## config.mk

```make
export PLATFORM = sky130hd
export DESIGN_NAME = aiv_pixel_packer
export DESIGN_NICKNAME = d
export VERILOG_FILES = /design/src/rtl/aiv_pixel_packer.sv
export SDC_FILE = /design/constraint.sdc
export NUM_CORES = 1
export LEC_CHECK = 0
export ABC_AREA = 1
export BUFFER_PORTS_ARGS = -buffer_cell sky130_fd_sc_hd__buf_2
export CORE_ASPECT_RATIO = 1.25
export CORE_MARGIN = 8
export CORE_UTILIZATION = 50
export DETAILED_ROUTE_END_ITERATION = 10
export GPL_TIMING_DRIVEN = 0
export PLACE_DENSITY_LB_ADDON = 0.12
export SYNTH_ARGS = -nofsm -noshare
export SYNTH_HDL_FRONTEND = slang
export SYNTH_SLANG_ARGS = --single-unit
```

## constraint.sdc

```tcl
create_clock -name sysClk -period 6.9 [get_ports sysClk]
set_input_delay 0.69 -clock sysClk [delete_from_list [all_inputs] [get_ports sysClk]]
set_output_delay 0.69 -clock sysClk [all_outputs]
set_load 0.02 [all_outputs]
```

## src/rtl/aiv_pixel_packer.sv

```systemverilog
// Capture-side pixel packer: packs 3*BPC-bit pixels into SRAM-width words tagged
// with a frame marker and linear address, then queues them for the SRAM arbiter.
module aiv_pixel_packer #(
    parameter int BPC        = 1,
    parameter int WORD_W     = 16,
    parameter int ADDR_W     = 18,
    parameter int FIFO_DEPTH = 8
) (
    input  logic                        sysClk,
    input  logic                        reset,
    input  logic [3*BPC-1:0]            pix_in,
    input  logic                        de_in,
    input  logic                        sof_in,
    input  logic [1:0]                  mode_in,
    input  logic [3*BPC-1:0]            colour_in,
    output logic                        wr_req,
    output logic [ADDR_W-1:0]           wr_addr,
    output logic [WORD_W-1:0]           wr_data,
    input  logic                        wr_ack,
    output logic [1:0]                  active_mode,
    output logic [$clog2(FIFO_DEPTH):0] fifo_level,
    output logic [7:0]                  ovf_count,
    output logic                        ovf_sticky
);

    localparam int PIX_W   = 3 * BPC;
    localparam int PPW     = (WORD_W - 1) / PIX_W;
    localparam int FIELD_W = PPW * PIX_W;
    localparam int PTR_W   = $clog2(FIFO_DEPTH);
    localparam int LVL_W   = PTR_W + 1;
    localparam int PC_W    = (PPW > 1) ? $clog2(PPW) : 1;

    typedef enum logic [1:0] {
        MODE_LIVE   = 2'd0,
        MODE_SOLID  = 2'd1,
        MODE_FREEZE = 2'd2,
        MODE_BLANK  = 2'd3
    } mode_e;

    mode_e               activeMode_q, activeMode_d, effMode;
    logic                enabled_q, enabled_d;
    logic                deDly_q;
    logic                marker_q, marker_d;
    logic [PC_W-1:0]     pc_q, pc_d;
    logic [FIELD_W-1:0]  hold_q, hold_d;
    logic [ADDR_W-1:0]   addr_q, addr_d;
    logic [7:0]          ovfCount_q, ovfCount_d;
    logic                ovfSticky_q, ovfSticky_d;

    logic [WORD_W-1:0]   dataMem_q [FIFO_DEPTH];
    logic [ADDR_W-1:0]   addrMem_q [FIFO_DEPTH];
    logic [PTR_W-1:0]    rdPtr_q, wrPtr_q;
    logic [LVL_W-1:0]    level_q, level_d;

    logic                sofQual;
    logic                takePix;
    logic                flush;
    logic                pushReq;
    logic                pushOk;
    logic                drop;
    logic                pop;
    logic                full;
    logic                markerBase;
    logic [PIX_W-1:0]    srcPix;
    logic [PC_W-1:0]     pcBase;
    logic [FIELD_W-1:0]  holdBase;
    logic [FIELD_W-1:0]  filled;
    logic [ADDR_W-1:0]   addrBase;
    logic [7:0]          ovfBase;
    logic [WORD_W-1:0]   pushWord;

    // A qualified sof restarts the frame state before its own pixel is packed,
    // so every "base" value below is the post-sof view of the packer state.
    always_comb begin
        sofQual      = sof_in & de_in;
        effMode      = sofQual ? mode_e'(mode_in) : activeMode_q;
        activeMode_d = effMode;
        enabled_d    = enabled_q | sofQual;

        case (effMode)
            MODE_LIVE:  srcPix = pix_in;
            MODE_SOLID: srcPix = colour_in;
            default:    srcPix = '0;
        endcase

        holdBase   = sofQual ? '0 : hold_q;
        pcBase     = sofQual ? '0 : pc_q;
        markerBase = sofQual | marker_q;
        addrBase   = sofQual ? '0 : addr_q;
        ovfBase    = sofQual ? 8'd0 : ovfCount_q;

        takePix = enabled_d & de_in & (effMode != MODE_FREEZE);
        flush   = enabled_q & deDly_q & ~de_in & (pc_q != '0);

        filled = holdBase;
        if (takePix) begin
            for (int s = 0; s < PPW; s++) begin
                if (pcBase == PC_W'(s)) begin
                    filled[(PPW - s) * PIX_W - 1 -: PIX_W] = srcPix;
                end
            end
        end

        pushReq = flush | (takePix & (pcBase == PC_W'(PPW - 1)));

        pushWord                = '0;
        pushWord[WORD_W-1]      = markerBase;
        pushWord[FIELD_W-1:0]   = filled;

        hold_d   = pushReq ? '0 : filled;
        pc_d     = pushReq ? '0 : (takePix ? pcBase + 1'b1 : pcBase);
        marker_d = pushReq ? 1'b0 : markerBase;
        addr_d   = pushReq ? addrBase + 1'b1 : addrBase;

        pop    = (level_q != '0) & wr_ack;
        full   = (level_q == LVL_W'(FIFO_DEPTH));
        pushOk = pushReq & (~full | pop);
        drop   = pushReq & ~pushOk;

        ovfCount_d  = (drop && ovfBase != 8'hFF) ? ovfBase + 8'd1 : ovfBase;
        ovfSticky_d = ovfSticky_q | drop;

        case ({pushOk, pop})
            2'b10:   level_d = level_q + 1'b1;
            2'b01:   level_d = level_q - 1'b1;
            default: level_d = level_q;
        endcase
    end

    always_ff @(posedge sysClk) begin
        if (reset) begin
            activeMode_q <= MODE_LIVE;
            enabled_q    <= 1'b0;
            deDly_q      <= 1'b0;
            marker_q     <= 1'b0;
            pc_q         <= '0;
            hold_q       <= '0;
            addr_q       <= '0;
            ovfCount_q   <= 8'd0;
            ovfSticky_q  <= 1'b0;
            rdPtr_q      <= '0;
            wrPtr_q      <= '0;
            level_q      <= '0;
        end else begin
            activeMode_q <= activeMode_d;
            enabled_q    <= enabled_d;
            deDly_q      <= de_in;
            marker_q     <= marker_d;
            pc_q         <= pc_d;
            hold_q       <= hold_d;
            addr_q       <= addr_d;
            ovfCount_q   <= ovfCount_d;
            ovfSticky_q  <= ovfSticky_d;
            level_q      <= level_d;
            if (pushOk) begin
                wrPtr_q <= wrPtr_q + 1'b1;
            end
            if (pop) begin
                rdPtr_q <= rdPtr_q + 1'b1;
            end
        end
    end

    // Storage needs no reset: the head is only exposed while level is non-zero.
    always_ff @(posedge sysClk) begin
        if (!reset && pushOk) begin
            dataMem_q[wrPtr_q] <= pushWord;
            addrMem_q[wrPtr_q] <= addrBase;
        end
    end

    assign wr_req      = (level_q != '0);
    assign wr_addr     = wr_req ? addrMem_q[rdPtr_q] : '0;
    assign wr_data     = wr_req ? dataMem_q[rdPtr_q] : '0;
    assign active_mode = activeMode_q;
    assign fifo_level  = level_q;
    assign ovf_count   = ovfCount_q;
    assign ovf_sticky  = ovfSticky_q;

endmodule
```

==> results of run 1 <==
power groups by stage:
| stage | clock [mW] | combinational, mW | sequential (mW) |
|---|---|---|---|
| CTS | 1.59 | 1.89 | 2.21 |
| global route | 1.66 | 2.06 | 2.21 |
| floorplan | 0 | 1.18 | 2.26 |
| finish | 1.58 | 1.87 | 2.21 |
| global placement | 0 | 1.86 | 2.25 |
| detailed placement | 0 | 1.88 | 2.25 |
kinds of logic after synthesis:
kind of cell | share of synthesized area [%]
buf+inv | 4.35
xor+xnor | 0.379
fa+ha+maj | 1.14
compound gates | 11.9
flops | 68.1
simple gates | 14.1
worst min path at each step:
stage / from / slack (ns) / endpoint / cells past startpoint
after floorplan: marker_q$_SDFF_PP0_ / 0.43 / marker_q$_SDFF_PP0_ / 2
after global placement: marker_q$_SDFF_PP0_ / 0.44 / marker_q$_SDFF_PP0_ / 2
after detailed placement: marker_q$_SDFF_PP0_ / 0.44 / marker_q$_SDFF_PP0_ / 2
after CTS: de_in / 0.44 / deDly_q$_SDFF_PP0_ / 3
after global routing: de_in / 0.47 / deDly_q$_SDFF_PP0_ / 3
final: marker_q$_SDFF_PP0_ / 0.46 / marker_q$_SDFF_PP0_ / 2
sequential cells by signal, summed over array words and instances (netlist names), named ones only:
| register | cells |
|---|---|
| deDly_q | 1 |
| wrPtr_q | 3 |
| fifo_level | 4 |
| addrMem_q | 144 |
| rdPtr_q | 3 |
| marker_q | 1 |
| ovf_count | 8 |
| pc_q | 3 |
| enabled_q | 1 |
| ovf_sticky | 1 |
| hold_q | 15 |
| dataMem_q | 128 |
| addr_q | 18 |
| active_mode | 2 |
critical path, delay by kind of cell:
| kind | cells | cell delay [ns] |
|---|---|---|
| simple gates | 8 | 1.64 |
| buf+inv | 10 | 1.53 |
| fa+ha+maj | 1 | 0.15 |
synth_stat cells, types with 4 or more instances:
| library cell | count | area share (%) |
|---|---|---|
| dfxtp_1 | 63 | 9.1 |
| a31oi_1 | 34 | 1.5 |
| nor3_1 | 10 | 0.36 |
| clkbuf_1 | 47 | 1.3 |
| nand3_1 | 41 | 1.5 |
| buf_1 | 5 | 0.14 |
| inv_1 | 73 | 2.0 |
| o22ai_1 | 34 | 1.5 |
| nand4_1 | 8 | 0.36 |
| o21ai_1 | 15 | 0.54 |
| xor2_1 | 5 | 0.32 |
| edfxtp_1 | 272 | 59 |
| nand2_2 | 8 | 0.36 |
| buf_2 | 9 | 0.33 |
| ha_1 | 11 | 0.99 |
| nand2_4 | 4 | 0.33 |
| nand2_1 | 113 | 3.1 |
| nor2_1 | 260 | 7.0 |
| nor2_2 | 4 | 0.18 |
| a21oi_1 | 48 | 1.7 |
| inv_2 | 7 | 0.19 |
| o21ai_0 | 177 | 6.4 |
routing by layer:
| layer | wire length [um] | vias to the layer above |
|---|---|---|
| li1 | - | 4696 |
| met5 | 0 | - |
| met3 | 2270 | 52 |
| met1 | 14400 | 4654 |
| met2 | 16900 | 324 |
| met4 | 737 | 0 |
stage by stage:
| stage | hold WS, ns | total power [mW] | util (%) |
|---|---|---|---|
| 2_1_floorplan | 0.432 | 3.44 | - |
| 3_3_place_gp | 0.440 | 4.11 | 53.3 |
| 3_5_place_dp | 0.445 | 4.13 | 54.4 |
| 4_1_cts | 0.444 | 5.69 | 57.8 |
| 5_1_grt | 0.473 | 5.94 | 57.8 |
| 6_report | 0.455 | 5.65 | 57.8 |
cell type report:
class                      count  area, um2  area share (%)
clock inverter                17        109           0.688
inverter                      82        310            1.96
buffer                        66        293            1.85
clock buffer                  41        823            5.20
multi-input combinational    791       3870            24.4
tap                          350        438            2.77
timing repair buffer          79        562            3.55
sequential                   335       9430            59.6
==> metrics, run 1 <==
status=completed; Internal Pwr Total=3.59 mW; critical path peak fanout=10; antenna-violating nets left=0; Final GP Congestion=0.844; logic gate share of total power=33.1%; slowest library cell on the worst path=nor3_2; CTS Buffer Depth=3; flop2flop setup slack=3.79 ns; worst stage delay on the critical path=0.74 ns; met1 GRT Util=26.6%; Cell Area, Synth=13800 um2; grt ovf=0; gr busiest metal=met2; PnR worst setup slack=3.12 ns; Slew HR=35.0%; CP arrival=4.04 ns; Layout Skew=0.0155 ns; f_max=265 MHz; fillers=2307; synth warn=0; RR Startpoint=pc_q[0]$_SDFF_PP0_; Die Height=202 um; flops & latches, synth=335; sw power=2.06 mW; CTS tree=yes; placed inst area=14900 um2; worst-path cell chain=buf_2 > nand2_4 > buf_6 > inv_4 > buf_2 > nor2_1 > inv_1 > ha_1 > inv_1 > nor2_1 > nand3_4 > nand2_4 > buf_8 > nand2_4 > nor2_2 > inv_2 > nor3_2 > buf_8 > buf_8; largest net degree at the start of global routing=27; area grow syn2layout=14.3%; DR iter-0 viols=739; Global Route met2 Usage=35.0%; # H-tree levels=1; Post-Syn Nets=1299; Setup crit end=dataMem_q[6][7]$_DFFE_PP_; CTS sink cnt=335; starting density of the core=50.5%; wirelength, routed=34.3 mm; root buffer cell=clkbuf_16; most frequent cells in the layout=edfxtp_1 (272), nor2_1 (256), o21ai_0 (177), nand2_1 (113), inv_1 (73); Ant. Diodes=0; WL/cell=19.5 um; Worst Reg-to-Reg Cells=15; clk slew on worst S/H paths=0.06 ns; clk_lat worst skew=0.56 ns; sequential share of the synthesized area=68.1%; unrepaired setup endpoints after global routing=false; Initial DRT Pass Iterations=5; initial antenna violation count=0; Least-Margin Pin Slew=0.969 ns; hold buffers post-CTS=0; Ports=63; Core ar.=27400 um2; Hold Path Class=reg -> reg; period utilisation layout=54.7%; Power Dens Cells=357 nW/um2; worst slack at placement=2.50 ns; max_cap viols=0; Post-CTS Setup Bufs=0; Die ar.=33300 um2; sum of negative setup slack=0 ns; drt via density=5.52; DR DRC count=0; Period minus WS final=3.78 ns; maximum VDD drop=0.233 mV; Crit Path Class=in -> reg; Slew Viols, Final=0; fin area=15800 um2; Async S/R FF share, synth=0%; Worst Setup SP=de_in; clock power share=27.9%; reg2reg end=dataMem_q[6][7]$_DFFE_PP_; most common cell after layout, fill and taps aside=edfxtp_1; Final Hold Viols=0; cts repair resizes=0; Flop pwr share=39.1%; Finished Layout Cells=1761; PortBufs=61; TritonCTS Buffers=31; vias in the first global route=9443; Critical Path Source Type=primary input; crit path capture type=register; met3 usage=2.87%; Distinct cells, synth=41; CP required=7.16 ns; placed cell count=1703; switch share=36.5%; Setup Viol. Count Final=0; Syn Inst Count=1274; vias=9726; dpl hpwl=23.3 mm; global-route wire length before repair=52.6 mm; Layout Nets=1411; Synth Flop Type=edfxtp_1; Synth Area per Inst=10.9 um2; Overall Global Routing Usage=20.5%; num rows=68; Die Span X=165 um; Leak Pwr=5.91 nW; share of layout cells above drive strength 1=12.5%; Post-synth EDFFs=272
Power figures use the tool's default switching activity.
==> run 2: changes to the inputs <==
- clock period: 6.9 -> 3.65 ns (I/O delays scaled with it)
==> metrics, run 2 (same netlist as run 1, synthesis figures left out) <==
CP arrival=3.02 ns (-1.02 ns); Slew HR=36.3% (+1.3 points); worst-path cell chain=buf_2 > inv_2 > buf_2 > clkbuf_1 > o21ai_0 > o22ai_1 > o21ai_0 > a31oi_1 > buf_2; Slew Viols, Final=0 (unchanged); Hold Path Class=in -> reg; Hold Path Origin=de_in; Hold Crit Endpoint=deDly_q$_SDFF_PP0_; clk slew on worst S/H paths=0.07 ns (about the same); Worst Reg-to-Reg Cells=15 (unchanged); num rows=68 (unchanged); Period minus WS final=3.39 ns; Power Dens Cells=678 nW/um2 (+90%); CP required=3.28 ns (-3.88 ns); Core ar.=27400 um2 (unchanged); crit path capture type=output port; flop2flop setup slack=0.64 ns (-3.15 ns); largest registers=addrMem_q: 144 flops, dataMem_q: 128 flops, addr_q: 18 flops; largest net degree at the start of global routing=25 (-7.4%); reg2reg end=addrMem_q[0][1]$_DFFE_PP_; vias=9646 (-0.82%); WL/cell=19.5 um (+0.18%); wirelength, routed=34.2 mm (-0.11%); TritonCTS Buffers=31 (unchanged); slowest library cell on the worst path=clkbuf_1; placed inst area=14900 um2 (+0.33%); Setup Viol. Count Final=0 (unchanged); cts repair resizes=0 (unchanged); period utilisation layout=92.8%; vias in the first global route=9570 (+1.3%); Final Hold Viols=0 (unchanged); root buffer cell=clkbuf_16; max_cap viols=0 (unchanged); hold slack=0.154 ns (-0.302 ns); Biggest register=addrMem_q; Layout Skew=0.0155 ns (+0.0000315 ns); Largest register FFs=144 (unchanged); global-route wire length before repair=53.1 mm (+0.79%); hold buffers post-CTS=0 (unchanged); Die ar.=33300 um2 (unchanged); DR iter-0 viols=768 (+3.9%); antenna-violating nets left=0 (unchanged); Overall Global Routing Usage=20.7% (+0.28 points); Die Span X=165 um (unchanged); dpl hpwl=23.3 mm (about the same); worst stage delay on the critical path=0.42 ns (-0.32 ns); RR Startpoint=pc_q[0]$_SDFF_PP0_; grt ovf=0 (unchanged); area grow syn2layout=14.9%; Ports=63 (unchanged); Critical Path Source Type=register; PortBufs=61 (unchanged); Hold Crit Depth=3 (+1); drt via density=5.49 (-0.54%); WP buf/inv=5 (-5); CTS tree=yes; share of layout cells above drive strength 1=12.5% (-0.018 points); Least-Margin Pin Slew=0.952 ns (-0.0174 ns); sum of negative setup slack=0 ns (unchanged); Most common cell on crit path=buf_2; most common cell after layout, fill and taps aside=edfxtp_1; # H-tree levels=1 (unchanged); Leak Pwr=5.88 nW (-0.57%); Layout Nets=1406 (-0.35%); clk_lat worst skew=0.55 ns (about the same); Final GP Congestion=0.814 (-3.5%); DR DRC count=0 (unchanged); fin area=15900 um2 (+0.49%); starting density of the core=50.5% (unchanged); Post-CTS Setup Bufs=0 (unchanged); f_max=295 MHz; delay-heaviest family, CP=buffers and inverters; Initial DRT Pass Iterations=5 (unchanged); CTS sink cnt=335 (unchanged); Crit Path Class=reg -> out; Final Util=58.1% (+0.28 points); maximum VDD drop=0.439 mV (+88%); most frequent cells in the layout=edfxtp_1 (272), nor2_1 (256), o21ai_0 (177), nand2_1 (113), inv_1 (73); status=completed; critical path peak fanout=10 (unchanged); unrepaired setup endpoints after global routing=false; initial antenna violation count=1 (+1); Die Height=202 um (unchanged); Power Total=10.8 mW (+91%); CTS Buffer Depth=3 (unchanged)
## run 2: worst reg2reg max path: stages (launching register included)
cell and delay, ns:
dfxtp_1 0.31, inv_1 0.05, nor2_1 0.07, inv_1 0.12, ha_1 0.15, inv_1 0.05
nor2_1 0.19, nand3_4 0.16, nand2_4 0.11, buf_8 0.16, nand2_4 0.08, nor2_2 0.14
inv_2 0.11, nor3_4 0.60, buf_16 0.24, buf_16 0.16
## run 2: metal layers
layer,up-vias,wire length [um],track usage (%)
met5,-,0,0
li1,4696,-,-
met3,80,2140,2.89
met1,4565,14500,27.2
met2,305,16500,34.6
met4,0,1040,7.32
## run 2: worst max-delay path by stage
stage / to / from / slack [ns] / depth (start not counted)
after global routing: addrMem_q[0][1]$_DFFE_PP_ / de_in / 0.01 / 19
after global placement: dataMem_q[3][12]$_DFFE_PP_ / de_in / -2.29 / 17
after floorplan: addrMem_q[1][0]$_DFFE_PP_ / sof_in / -0.24 / 16
final: wr_addr[16] / register / 0.26 / 9
after CTS: addrMem_q[0][1]$_DFFE_PP_ / de_in / 0.24 / 19
after detailed placement: dataMem_q[0][12]$_DFFE_PP_ / de_in / -0.34 / 19
## run 2: area by class of cell
cell class	instances	area, um2
plain buffers	66	293
fillers	2291	11500
clock inverters	12	90.1
multi-input cells	791	3890
clock buffers	45	868
flip-flops and latches	335	9430
repair buffers	74	586
diodes	1	2.50
inverters	82	310
well taps	350	438
## run 2: stage by stage
| stage | worst slack (ns) | instances |
|---|---|---|
| finish | 0.263 | 1756 |
| global route | 0.0110 | 1755 |
| CTS | 0.235 | 1755 |
| detailed placement | -0.336 | 1698 |
| global placement | -2.29 | 1685 |
| floorplan | -0.241 | 1274 |
## run 2: power by group
part | leakage [nW] | internal, mW | switching [mW] | total, mW
clock | 0.465 | 1.72 | 1.35 | 3.07
combinational | 2.30 | 1.01 | 2.53 | 3.55
sequential | 3.11 | 4.13 | 0.0497 | 4.18
total | 5.88 | 6.86 | 3.93 | 10.8
